===== src/rtl/axis_rgb_packer_if.sv =====
// Pixel-side and AXI4-Stream word-side bundles used by axis_rgb_packer.
// Signal names match the packer's pin names so the wiring reads one-to-one.
interface pix_stream_if;
  logic [7:0] in_r;
  logic [7:0] in_g;
  logic [7:0] in_b;
  logic       in_valid;
  logic       in_eol;
  logic       in_sof;
  logic       in_ready;

  modport master (output in_r, in_g, in_b, in_valid, in_eol, in_sof, input in_ready);
  modport slave  (input in_r, in_g, in_b, in_valid, in_eol, in_sof, output in_ready);
endinterface

interface axis_word_if;
  logic [31:0] m_axis_tdata;
  logic        m_axis_tvalid;
  logic        m_axis_tready;
  logic        m_axis_tlast;
  logic        m_axis_tuser;

  modport master (output m_axis_tdata, m_axis_tvalid, m_axis_tlast, m_axis_tuser,
                  input m_axis_tready);
  modport slave  (input m_axis_tdata, m_axis_tvalid, m_axis_tlast, m_axis_tuser,
                  output m_axis_tready);
endinterface


===== src/rtl/axis_rgb_packer.sv =====
// Packs 24-bit RGB pixels densely into 32-bit AXI4-Stream words (4 pixels -> 3 words).
// EOL flushes a padded partial word with TLAST; SOF marks the first word with TUSER.
module axis_rgb_packer #(
  parameter logic [7:0] PAD_BYTE = 8'h00
) (
  input  logic         aclk,
  input  logic         areset,
  pix_stream_if.slave  pix,
  axis_word_if.master  axis,
  output logic         sof_misalign
);

  localparam logic [0:0] ST_RUN   = 1'b0;
  localparam logic [0:0] ST_FLUSH = 1'b1;

  logic [0:0]  state_q,  state_d;
  logic [1:0]  fill_q,   fill_d;
  logic [23:0] res_q,    res_d;
  logic        res_sof_q, res_sof_d;
  logic [31:0] tdata_q,  tdata_d;
  logic        tvalid_q, tvalid_d;
  logic        tlast_q,  tlast_d;
  logic        tuser_q,  tuser_d;
  logic        mis_q,    mis_d;

  logic        out_free;
  logic        in_ready;
  logic        accept;
  logic [1:0]  eff_fill;
  logic [23:0] eff_res;
  logic [23:0] pix_bytes;
  logic [47:0] merged;
  logic [1:0]  rem;

  // Lowest n bytes of src kept, remaining lanes filled with PAD_BYTE.
  function automatic logic [31:0] pad_word(input logic [23:0] src, input logic [1:0] n);
    logic [31:0] w;
    w = {4{PAD_BYTE}};
    for (int i = 0; i < 3; i++) begin
      if (2'(i) < n) w[8*i +: 8] = src[8*i +: 8];
    end
    return w;
  endfunction

  assign out_free  = !tvalid_q || axis.m_axis_tready;
  assign in_ready  = (state_q == ST_RUN) && out_free;
  assign accept    = pix.in_valid && in_ready;
  // An SOF pixel always restarts packing at lane 0, dropping any residue.
  assign eff_fill  = pix.in_sof ? 2'd0 : fill_q;
  assign eff_res   = pix.in_sof ? 24'd0 : res_q;
  assign pix_bytes = {pix.in_b, pix.in_g, pix.in_r};
  assign merged    = {24'd0, eff_res} | ({24'd0, pix_bytes} << {eff_fill, 3'b000});
  assign rem       = eff_fill - 2'd1;

  always_comb begin
    state_d   = state_q;
    fill_d    = fill_q;
    res_d     = res_q;
    res_sof_d = res_sof_q;
    tdata_d   = tdata_q;
    tvalid_d  = tvalid_q;
    tlast_d   = tlast_q;
    tuser_d   = tuser_q;
    mis_d     = 1'b0;

    if (tvalid_q && axis.m_axis_tready) tvalid_d = 1'b0;

    if (accept) begin
      mis_d = pix.in_sof && (fill_q != 2'd0);
      if (eff_fill == 2'd0) begin
        if (pix.in_eol) begin
          tdata_d   = pad_word(pix_bytes, 2'd3);
          tvalid_d  = 1'b1;
          tlast_d   = 1'b1;
          tuser_d   = pix.in_sof;
          fill_d    = 2'd0;
          res_d     = 24'd0;
          res_sof_d = 1'b0;
        end else begin
          res_d     = pix_bytes;
          fill_d    = 2'd3;
          res_sof_d = pix.in_sof;
        end
      end else begin
        tdata_d   = merged[31:0];
        tvalid_d  = 1'b1;
        tuser_d   = res_sof_q;
        tlast_d   = 1'b0;
        res_d     = {8'd0, merged[47:32]};
        fill_d    = rem;
        res_sof_d = 1'b0;
        if (pix.in_eol) begin
          if (rem == 2'd0) tlast_d = 1'b1;
          else             state_d = ST_FLUSH;
        end
      end
    end else if (state_q == ST_FLUSH && out_free) begin
      tdata_d   = pad_word(res_q, fill_q);
      tvalid_d  = 1'b1;
      tlast_d   = 1'b1;
      tuser_d   = res_sof_q;
      fill_d    = 2'd0;
      res_d     = 24'd0;
      res_sof_d = 1'b0;
      state_d   = ST_RUN;
    end
  end

  always_ff @(posedge aclk or posedge areset) begin
    if (areset) begin
      state_q   <= ST_RUN;
      fill_q    <= 2'd0;
      res_q     <= 24'd0;
      res_sof_q <= 1'b0;
      tdata_q   <= 32'd0;
      tvalid_q  <= 1'b0;
      tlast_q   <= 1'b0;
      tuser_q   <= 1'b0;
      mis_q     <= 1'b0;
    end else begin
      state_q   <= state_d;
      fill_q    <= fill_d;
      res_q     <= res_d;
      res_sof_q <= res_sof_d;
      tdata_q   <= tdata_d;
      tvalid_q  <= tvalid_d;
      tlast_q   <= tlast_d;
      tuser_q   <= tuser_d;
      mis_q     <= mis_d;
    end
  end

  assign pix.in_ready       = in_ready;
  assign axis.m_axis_tdata  = tdata_q;
  assign axis.m_axis_tvalid = tvalid_q;
  assign axis.m_axis_tlast  = tlast_q;
  assign axis.m_axis_tuser  = tuser_q;
  assign sof_misalign       = mis_q;

endmodule


===== src/flat_wrapper.sv =====
// flat-port wrapper written by rule: the top's interface ports become plain ports
module axis_rgb_packer_flat 
#(
  parameter logic [7:0] PAD_BYTE = 8'h00
)
  (aclk, areset, sof_misalign, pix_in_r, pix_in_g, pix_in_b, pix_in_valid, pix_in_eol, pix_in_sof, pix_in_ready, axis_m_axis_tdata, axis_m_axis_tvalid, axis_m_axis_tlast, axis_m_axis_tuser, axis_m_axis_tready);
  pix_stream_if pix_i ();
  axis_word_if axis_i ();
  input  logic aclk;
  input  logic areset;
  output logic sof_misalign;
  input wire logic [$bits(pix_i.in_r)-1:0] pix_in_r;
  input wire logic [$bits(pix_i.in_g)-1:0] pix_in_g;
  input wire logic [$bits(pix_i.in_b)-1:0] pix_in_b;
  input wire logic [$bits(pix_i.in_valid)-1:0] pix_in_valid;
  input wire logic [$bits(pix_i.in_eol)-1:0] pix_in_eol;
  input wire logic [$bits(pix_i.in_sof)-1:0] pix_in_sof;
  output wire logic [$bits(pix_i.in_ready)-1:0] pix_in_ready;
  output wire logic [$bits(axis_i.m_axis_tdata)-1:0] axis_m_axis_tdata;
  output wire logic [$bits(axis_i.m_axis_tvalid)-1:0] axis_m_axis_tvalid;
  output wire logic [$bits(axis_i.m_axis_tlast)-1:0] axis_m_axis_tlast;
  output wire logic [$bits(axis_i.m_axis_tuser)-1:0] axis_m_axis_tuser;
  input wire logic [$bits(axis_i.m_axis_tready)-1:0] axis_m_axis_tready;
  assign pix_i.in_r = pix_in_r;
  assign pix_i.in_g = pix_in_g;
  assign pix_i.in_b = pix_in_b;
  assign pix_i.in_valid = pix_in_valid;
  assign pix_i.in_eol = pix_in_eol;
  assign pix_i.in_sof = pix_in_sof;
  assign pix_in_ready = pix_i.in_ready;
  assign axis_m_axis_tdata = axis_i.m_axis_tdata;
  assign axis_m_axis_tvalid = axis_i.m_axis_tvalid;
  assign axis_m_axis_tlast = axis_i.m_axis_tlast;
  assign axis_m_axis_tuser = axis_i.m_axis_tuser;
  assign axis_i.m_axis_tready = axis_m_axis_tready;
  axis_rgb_packer #(.PAD_BYTE(PAD_BYTE)) u_core (.aclk(aclk), .areset(areset), .pix(pix_i), .axis(axis_i), .sof_misalign(sof_misalign));
endmodule

===== config.mk =====
export PLATFORM = sky130hd
export DESIGN_NAME = axis_rgb_packer_flat
export DESIGN_NICKNAME = d
export VERILOG_FILES = /design/src/rtl/axis_rgb_packer_if.sv /design/src/rtl/axis_rgb_packer.sv /design/src/flat_wrapper.sv
export SDC_FILE = /design/constraint.sdc
export NUM_CORES = 1
export LEC_CHECK = 0
export BUFFER_PORTS_ARGS = -buffer_cell sky130_fd_sc_hd__buf_2
export CORE_MARGIN = 3
export CORE_UTILIZATION = 33
export DETAILED_ROUTE_END_ITERATION = 10
export PLACE_DENSITY_LB_ADDON = 0.15
export SLEW_MARGIN = 20
export SYNTH_ARGS = -nofsm -noshare
export SYNTH_HDL_FRONTEND = slang
export SYNTH_SLANG_ARGS = --single-unit

===== constraint.sdc =====
create_clock -name aclk -period 3.95 [get_ports aclk]
set_input_delay 0.395 -clock aclk [delete_from_list [all_inputs] [get_ports aclk]]
set_output_delay 0.395 -clock aclk [all_outputs]
set_load 0.01 [all_outputs]

# Word level (Yosys, flattened, before mapping)

Index checks and enable logic that the tools add are counted.

Register bits after elaboration: 64
Input bits: 30
Output and inout port bits: 37
Logic and storage cells: 74

Add/sub/neg operators: 1
Magnitude comparators: 3
Equality and inequality tests: 4
Shifts and indexed selects: 1
Muxes and demuxes: 41
Bitwise operators: 2
Reductions and logical operators: 13

Operator list:

| cell                | number |
|---|---|
| $mux 32             | 4 |
| $mux 24             | 5 |
| $or 24x48->48       | 1 |
| $shl 24x5->48       | 1 |
| $mux 1              | 24 |
| $mux 8              | 3 |
| $mux 2              | 5 |
| $ne 2x2->1 const B  | 3 |
| $logic_and 1x1->1   | 5 |
| $logic_not 2->1     | 2 |
| $lt 1x2->1 const A  | 2 |
| $reduce_and 4->1    | 1 |
| $reduce_bool 2->1   | 2 |
| $ne 3x3->1 const B  | 1 |
| $lt 2x2->1 const A  | 1 |
| $reduce_and 2->1    | 1 |
| $sub 2x1->2 const B | 1 |
| $logic_not 1->1     | 1 |
| $logic_or 1x1->1    | 1 |
| $not 1->1           | 1 |

# Depth between registers and ports, before layout

Gate-level depths: netlist of the first run.

Depth in word-level cells: 7
Mapped depth: 7
Mapped depth without buffers: 4

# Worst setup path before layout of the first run

OpenSTA, ideal clock, no wires.

Path type: register to register
Start: register u_core.fill_q[0]
End: register u_core.tdata_q[16] (netlist: u_core.axis.m_axis_tdata[16])
Setup time: 128 ps
Data arrival time: 1418 ps
Required time: 3822 ps
Path slack: 2405 ps
Stages on the path, launching flop included: 8
Buffers on the path: 3
Clock period less this slack: 1545 ps
Cells stage by stage: dfrtp_1 > buf_6 > nor2b_1 > buf_2 > buf_2 > o211a_1 > a311oi_1 > o31ai_1

Word-level cells in the longest chain between the ends: 5
Elaborated cells between the ends (all ways): 11
Those cells by class: order compare (1); eq/ne (1); shift (1); mux (5); bitwise (1); reduce/logical (2)

Ends and longest elaborated chain:

| what                   | line                   | text |
|---|---|---|
| start, declared        | axis_rgb_packer.sv:17  | `logic [1:0] fill_q, fill_d;` |
| start signal, assigned | axis_rgb_packer.sv:122 | `fill_q <= fill_d;` |
| $mux 2                 | axis_rgb_packer.sv:49  | `assign eff_fill = pix.in_sof ? 2'd0 : fill_q;` |
| $shl 24x5->48          | axis_rgb_packer.sv:52  | `assign merged = {24'd0, eff_res} \| ({24'd0, pix_bytes} << {eff_fill, 3'b000});` |
| $or 24x48->48          | axis_rgb_packer.sv:52  |  |
| $mux 32                | axis_rgb_packer.sv:70  | `if (eff_fill == 2'd0) begin` |
| $mux 32                | axis_rgb_packer.sv:68  | `if (accept) begin` |
| end signal, assigned   | axis_rgb_packer.sv:125 | `tdata_q <= tdata_d;` |
| end, declared          | axis_rgb_packer.sv:20  | `logic [31:0] tdata_q, tdata_d;` |

Several ways; a longest one is shown, not always the timed one. The select of a mux whose other input is x is not followed.
A chain may end at the register's enable or synchronous reset.

# Final worst setup path of the first run

Start: register u_core.fill_q[1]
End: register u_core.tdata_q[13] (netlist: u_core.axis.m_axis_tdata[13])

The elaborated chain is that of the path after synthesis.

==> metrics.md, run 1 <==
| Metric | Value |
|---|---|
| Remaining Overflow, GRT | 0 |
| Placed cell areas | 0.00386 mm^2 |
| Clock transition at path regs | 80 ps |
| CTS Root Cell | clkbuf_8 |
| Seq cells post-synth | 64 |
| Main synth FF type | dfrtp_1 |
| Area of the multi-input gates | 0.00169 mm^2 |
| CP max stage delay | 720 ps |
| Via count | 3,112 |
| Hold Vio Cnt, Final | 0 |
| CP top delay family | compound AO/OA/AOI/OAI gates |
| Max Slew Vio Count | 0 |
| DR vias/cell | 5.83 |
| Post-synthesis async set-or-reset flop share | 1.00 |
| Routability cong. | 0.807 |
| Core Area | 0.0100 mm^2 |
| Largest net degree at the start of global routing | 36 |
| Post-DP HPWL | 7.69 mm |
| Synth unique cells | 44 |
| Initial antenna violation count | 0 |
| RSZ-0062 raised after global routing | false |
| Final setup violation count | 0 |
| Die Area | 0.0119 mm^2 |
| Bufs and invs on worst path | 1 |
| Yosys top cell area share | 0.457 |
| Die X-Extent | 109 um |
| Number of global-route vias before repair | 2,888 |
| Tot GR Track Use | 0.196 |
| DRC | 0 |
| Initial core utilization | 0.349 |
| Relative slew slack | 0.331 |
| Total power | 2.32 mW |
| # Max-Cap Violations | 0 |
| Peak supply drop | 0.000215 V |
| Rows | 36 |
| Hold-fix buffers, CTS | 0 |
| Yosys Warn Count | 0 |
| Setup TNS | 0 ps |
| CTS tree | built |
| Tmin final | 2450 ps |
| Chip height | 109 um |
| Pre-antenna DRT Iters | 5 |
| Final wirelength | 11.3 mm |
| Setup repair bufs after CTS | 0 |
| Max clock buf depth | 2 |
| Post-Syn Nets | 375 |
| DR iter-0 viols | 303 |
| PostCTS Resize Cnt | 0 |
| Largest area contributor in the netlist | dfrtp_1 |
| Leak pwr | 1.92 nW |
| Syn Std Cell Area | 0.00351 mm^2 |
| HP Class | input port to asynchronous set/reset pin |
| Setup Skew | 16.1 ps |
| CTS sink count | 64 |
| Critical Path End Type | flip-flop |
| P per Cell Area | 569 mW/mm^2 |
| Syn Area/Cell | 10.2 um^2 |
| Crit path DAT | 2670 ps |
| Register area | 0.00160 mm^2 |
| WS Path Type | flip-flop to flip-flop |
| P&R area growth vs syn | 16.6% |
| Startpoint types | flip-flop |
| Final ANT Viol Nets | 0 |
| H-tree levels | 3 |
| Fmax | 408 MHz |
| Non-filler instance count after layout | 534 |
| # fillers | 1,016 |
| Drt wl/cell | 21.2 um |
| Top post-synthesis cells by area | dfrtp_1 46%, nand2_1 5.9%, a221o_1 4.6%, a22oi_1 3.6%, a21oi_1 2.6% |
| First-pass GRT wire length | 17.3 mm |
| CP required | 4170 ps |
| TritonCTS buffer count | 9 |
| Tightest Pin Transition | 1000 ps |
| Crit path cell chain | o21ba_4 > o221ai_4 > buf_4 > o221ai_1 |
| Final Cell Area | 0.00409 mm^2 |
| Port bufs | 66 |
| Synthesized instance count | 345 |
| Placed cells | 518 |
| EDFF count, synth | 0 |
| Share of cells above drive strength 1 | 0.272 |
| Worst-skew pair later-pin latency | 370 ps |
| Register area share after synthesis | 0.457 |
| Status | finished, final reports clean |
| Part of the cycle the worst path needs | 0.621 |
| Crit path max-delay cell type | dfrtp_1 |
| Io pins | 67 |
| Nets@finish | 426 |
| Total inserted antenna cells | 0 |
| Critical path fanouts, max | 35 |
-- cells by family after synthesis --
kind of cell | after synthesis | synth area share
AOI/OAI and AO/OA | 144 | 0.324
and+or+nand+nor | 86 | 0.127
DFF | 64 | 0.457
buffers and inverters | 43 | 0.0664
muxes | 8 | 0.0257
-- flip-flops by register name, summed over array words and instances, names as in the netlist --
register                   cells
u_core.axis.m_axis_tdata      32
u_core.res_q                  24
u_core.fill_q                  2
u_core.axis.m_axis_tlast       1
u_core.axis.m_axis_tuser       1
u_core.axis.m_axis_tvalid      1
u_core.res_sof_q               1
u_core.sof_misalign            1
u_core.state_q                 1
-- per-layer routing --
| layer | global-route usage | vias to the layer above | wire length, um |
|---|---|---|---|
| met5 | 0 | - | 0 |
| met4 | 0.0631 | 0 | 162 |
| met3 | 0.0480 | 13 | 741 |
| met2 | 0.277 | 127 | 5040 |
| met1 | 0.292 | 1528 | 5370 |
| li1 | - | 1444 | - |
-- Yosys cell counts, drive strengths merged (3+ instances only) --
| library cell | n |
|---|---|
| a22oi | 17 |
| buf | 24 |
| a222oi | 8 |
| o211a | 8 |
| inv | 12 |
| o221ai | 9 |
| clkbuf | 7 |
| nor2 | 4 |
| nand2 | 56 |
| a22o | 8 |
| a32oi | 8 |
| o21ai | 23 |
| a221o | 16 |
| dfrtp | 64 |
| nand2b | 4 |
| a221oi | 8 |
| o31ai | 8 |
| a311oi | 8 |
| a21oi | 18 |
| nor2b | 12 |
| mux2 | 8 |
| nor3 | 3 |
-- cell usage in the layout (no fill, tap or decap), drive strengths merged, types with 2 or more instances in the layout --
master	instances
a21oi	18
a221o	16
a221oi	8
a222oi	8
a22o	8
a22oi	17
a311oi	8
a32oi	8
buf	71
bufinv	2
clkbuf	10
clkinv	3
dfrtp	64
inv	12
mux2	8
nand2	56
nand2b	4
nor2	4
nor2b	12
nor3	3
o211a	8
o21ai	23
o221ai	9
o31ai	8
-- cell type report --
class	instances	share of cell area
multi-input combinational	238	0.412
sequential	64	0.392
timing repair buffer	71	0.0900
tap	133	0.0407
clock buffer	10	0.0337
clock inverter	6	0.0202
inverter	12	0.0110
-- through the flow --
| stage | worst slack (ps) | util | hold slack [ps] |
|---|---|---|---|
| 4_1_cts | 1510 | 0.407 | 212 |
| 3_3_place_gp | 1580 | 0.385 | 464 |
| 6_report | 1500 | 0.407 | 186 |
| 3_5_place_dp | 1520 | 0.385 | 468 |
| 5_1_grt | 1360 | 0.407 | 239 |
| 2_1_floorplan | 1960 | - | 450 |
-- path summary, 6_finish.rpt --
kind,startpoint,to,slack (ps),cells after the start
hold / removal,areset,u_core.axis.m_axis_tdata[30],190,2
hold reg to reg,u_core.axis.m_axis_tdata[4],u_core.axis.m_axis_tdata[4],480,2
setup reg to reg,u_core.fill_q[1],u_core.axis.m_axis_tdata[13],1500,4
min in group aclk,pix_in_g[0],u_core.res_q[8],340,3
max in group asynchronous,areset,u_core.axis.m_axis_tdata[13],2870,3
setup / recovery,u_core.fill_q[1],u_core.axis.m_axis_tdata[13],1500,4
-- where the power goes --
group	total, mW	switching (mW)	internal (mW)
registers	0.945	0.132	0.813
logic	0.728	0.426	0.302
clock network	0.650	0.281	0.369
(Power assumes the default switching activity.)
==> run 2, diff against run 1 <==
==> constraint.sdc (replaced) <==
create_clock -name aclk -period 2.14 [get_ports aclk]
set_input_delay 0.214 -clock aclk [delete_from_list [all_inputs] [get_ports aclk]]
set_output_delay 0.214 -clock aclk [all_outputs]
set_load 0.01 [all_outputs]
==> run 2 against run 1 <==
Against the previous run:
- non-clock buffer count increased by 14
- clock skew decreased by 7.8 ps
- sequential power increased by 78%
- first-iteration DRC count decreased by 12%
- design area increased by 3.1%
- sequential share of layout area decreased by 1.2 points
- via count increased by 0.71%
- power increased by 82%
- worst hold slack got worse by 9.7 ps
- combinational power increased by 100%
- maximum frequency increased by 35%
- die area unchanged
- critical endpoint is now u_core.axis.m_axis_tdata[16]
- highest routed layer unchanged
==> metrics.md, run 2 (synthesis gave the netlist of run 1 again) <==
| Metric | Value |
|---|---|
| Post-DP HPWL | 7.66 mm (was 7.69 mm) |
| Crit path cell chain | nor2b_1 > nand2_2 > a311oi_1 > o31ai_1 (was o21ba_4 > o221ai_4 > buf_4 > o221ai_1) |
| Initial antenna violation count | 0 (unchanged) |
| CTS tree | built (unchanged) |
| Initial core utilization | 0.349 (unchanged) |
| Tmin final | 1820 ps (was 2450 ps) |
| Part of the cycle the worst path needs | 0.849 (was 0.621) |
| Critical Path End Type | flip-flop (unchanged) |
| Port bufs | 66 (unchanged) |
| CP required | 2370 ps (was 4170 ps) |
| CP max stage delay | 550 ps (was 720 ps) |
| # Max-Cap Violations | 0 (unchanged) |
| Dpl ws | 63.1 ps (was 1520 ps) |
| Crit path DAT | 2050 ps (was 2670 ps) |
| WS Path Type | flip-flop to flip-flop (unchanged) |
| First-pass GRT wire length | 17.3 mm (about the same) |
| Max Slew Vio Count | 0 (unchanged) |
| Final wirelength | 10.9 mm (was 11.3 mm) |
| Pre-antenna DRT Iters | 5 (unchanged) |
| DRC | 0 (unchanged) |
| DR vias/cell | 5.72 (was 5.83) |
| Rows | 36 (unchanged) |
| Nets@finish | 440 (was 426) |
| Clock transition at path regs | 70 ps (was 80 ps) |
| Share of cells above drive strength 1 | 0.292 (was 0.272) |
| TritonCTS buffer count | 9 (unchanged) |
| H-tree levels | 3 (unchanged) |
| Final Cell Area | 0.00421 mm^2 (was 0.00409 mm^2) |
| CTS sink count | 64 (unchanged) |
| Tightest Pin Transition | 707 ps (was 1000 ps) |
| Final ANT Viol Nets | 0 (unchanged) |
| CTS Root Cell | clkbuf_8 (unchanged) |
| Final setup violation count | 0 (unchanged) |
| Die X-Extent | 109 um (unchanged) |
| Chip height | 109 um (unchanged) |
| Placed cell areas | 0.00400 mm^2 (was 0.00386 mm^2) |
| DR iter-0 viols | 266 (was 303) |
| Number of flip-flops in the largest register | 32 (unchanged) |
| HP Class | input port to flip-flop (was input port to asynchronous set/reset pin) |
| Crit path max-delay cell type | dfrtp_1 (unchanged) |
| P&R area growth vs syn | 20.2% (was 16.6%) |
| P per Cell Area | 1000 mW/mm^2 (was 569 mW/mm^2) |
| Setup Skew | 8.32 ps (was 16.1 ps) |
| Core Area | 0.0100 mm^2 (unchanged) |
| Leak pwr | 1.99 nW (was 1.92 nW) |
| Routability cong. | 0.808 (was 0.807) |
| RSZ-0062 raised after global routing | false (unchanged) |
| Drt wl/cell | 20.0 um (was 21.2 um) |
| Max clock buf depth | 2 (unchanged) |
| Startpoint types | flip-flop (unchanged) |
| Via count | 3,134 (was 3,112) |
| Post-layout util | 0.419 (was 0.407) |
| Worst-skew pair later-pin latency | 350 ps (was 370 ps) |
| Commonest non-fill, non-tap cell in the layout | buf_2 (unchanged) |
| Die Area | 0.0119 mm^2 (unchanged) |
| Setup TNS | 0 ps (unchanged) |
| Io pins | 67 (unchanged) |
| Tot GR Track Use | 0.194 (was 0.196) |
| Final setup margin | 324 ps (was 1500 ps) |
| Number of global-route vias before repair | 2,989 (was 2,888) |
| Remaining Overflow, GRT | 0 (unchanged) |
| Total inserted antenna cells | 0 (unchanged) |
| Commonest cells after routing, fill and taps aside | 66 x buf_2, 64 x dfrtp_1, 55 x nand2_1 (unchanged) |
| # fillers | 1,007 (was 1,016) |
| Hold WS | 176 ps (was 186 ps) |
| Critical path fanouts, max | 17 (was 35) |
| Peak supply drop | 0.000403 V (was 0.000215 V) |
| Status | finished, final reports clean (unchanged) |
| Fmax | 551 MHz (was 408 MHz) |
| Relative slew slack | 0.527 (was 0.331) |
| Largest net degree at the start of global routing | 36 (unchanged) |
| Hold Vio Cnt, Final | 0 (unchanged) |
==> run 2: through the flow <==
stage | total power [mW] | std cells
3_3_place_gp | 3.16 | 531
5_1_grt | 4.53 | 548
3_5_place_dp | 3.18 | 531
6_report | 4.23 | 548
4_1_cts | 4.28 | 548
2_1_floorplan | 2.63 | 345
==> run 2: critical path, delay by kind of cell, from the launching register on <==
| kind | cells | cell delay (ps) |
|---|---|---|
| and+or+nand+nor | 2 | 650 |
| DFF | 1 | 550 |
| AOI/OAI and AO/OA | 2 | 500 |
==> run 2: power by group <==
group          switching, mW  internal [mW]  leakage (nW)  total [mW]
Sequential             0.181           1.50         0.841        1.68
Combinational          0.847          0.620          1.05        1.47
Clock                  0.481          0.599         0.103        1.08
==> run 2: final timing paths <==
check	from	cells after the start	slack (ps)	endpoint
min reg2reg	u_core.axis.m_axis_tdata[31]	2	480	u_core.axis.m_axis_tdata[31]
max in group asynchronous	areset	4	970	u_core.axis.m_axis_tvalid
max reg2reg	u_core.state_q	4	320	u_core.axis.m_axis_tdata[16]
max	u_core.state_q	4	320	u_core.axis.m_axis_tdata[16]
min in group asynchronous	areset	3	510	u_core.res_q[7]
min	pix_in_g[7]	3	180	u_core.res_q[15]
==> run 2: cell type report <==
cell class                      instances  area [um^2]  area share
Sequential cell                        64         1600       0.380
Inverter                               12         45.0      0.0107
Clock buffer                           13          159      0.0377
Clock inverter                          3         40.0     0.00950
Tap cell                              133          166      0.0395
Multi-Input combinational cell        238         1690       0.401
Timing Repair Buffer                   85          513       0.122
==> run 2: repair_timing <==
| action | in CTS | in global routing |
|---|---|---|
| gates resized for setup | 0 | 1 |
| setup endpoints to repair | 0 | 19 |
| hold buffers | 1 | 0 |
| hold endpoints to repair | 27 | 0 |
| buffers inserted | 0 | 0 |
==> run 2: routing by layer <==
metal | part of all wire | vias to the layer above | wire [um] | global-route usage
li1 | - | 1472 | - | -
met1 | 0.47 | 1536 | 5170 | 0.284
met2 | 0.45 | 114 | 4970 | 0.284
met3 | 0.060 | 12 | 661 | 0.0409
met4 | 0.013 | 0 | 138 | 0.0667
met5 | 0 | - | 0 | 0
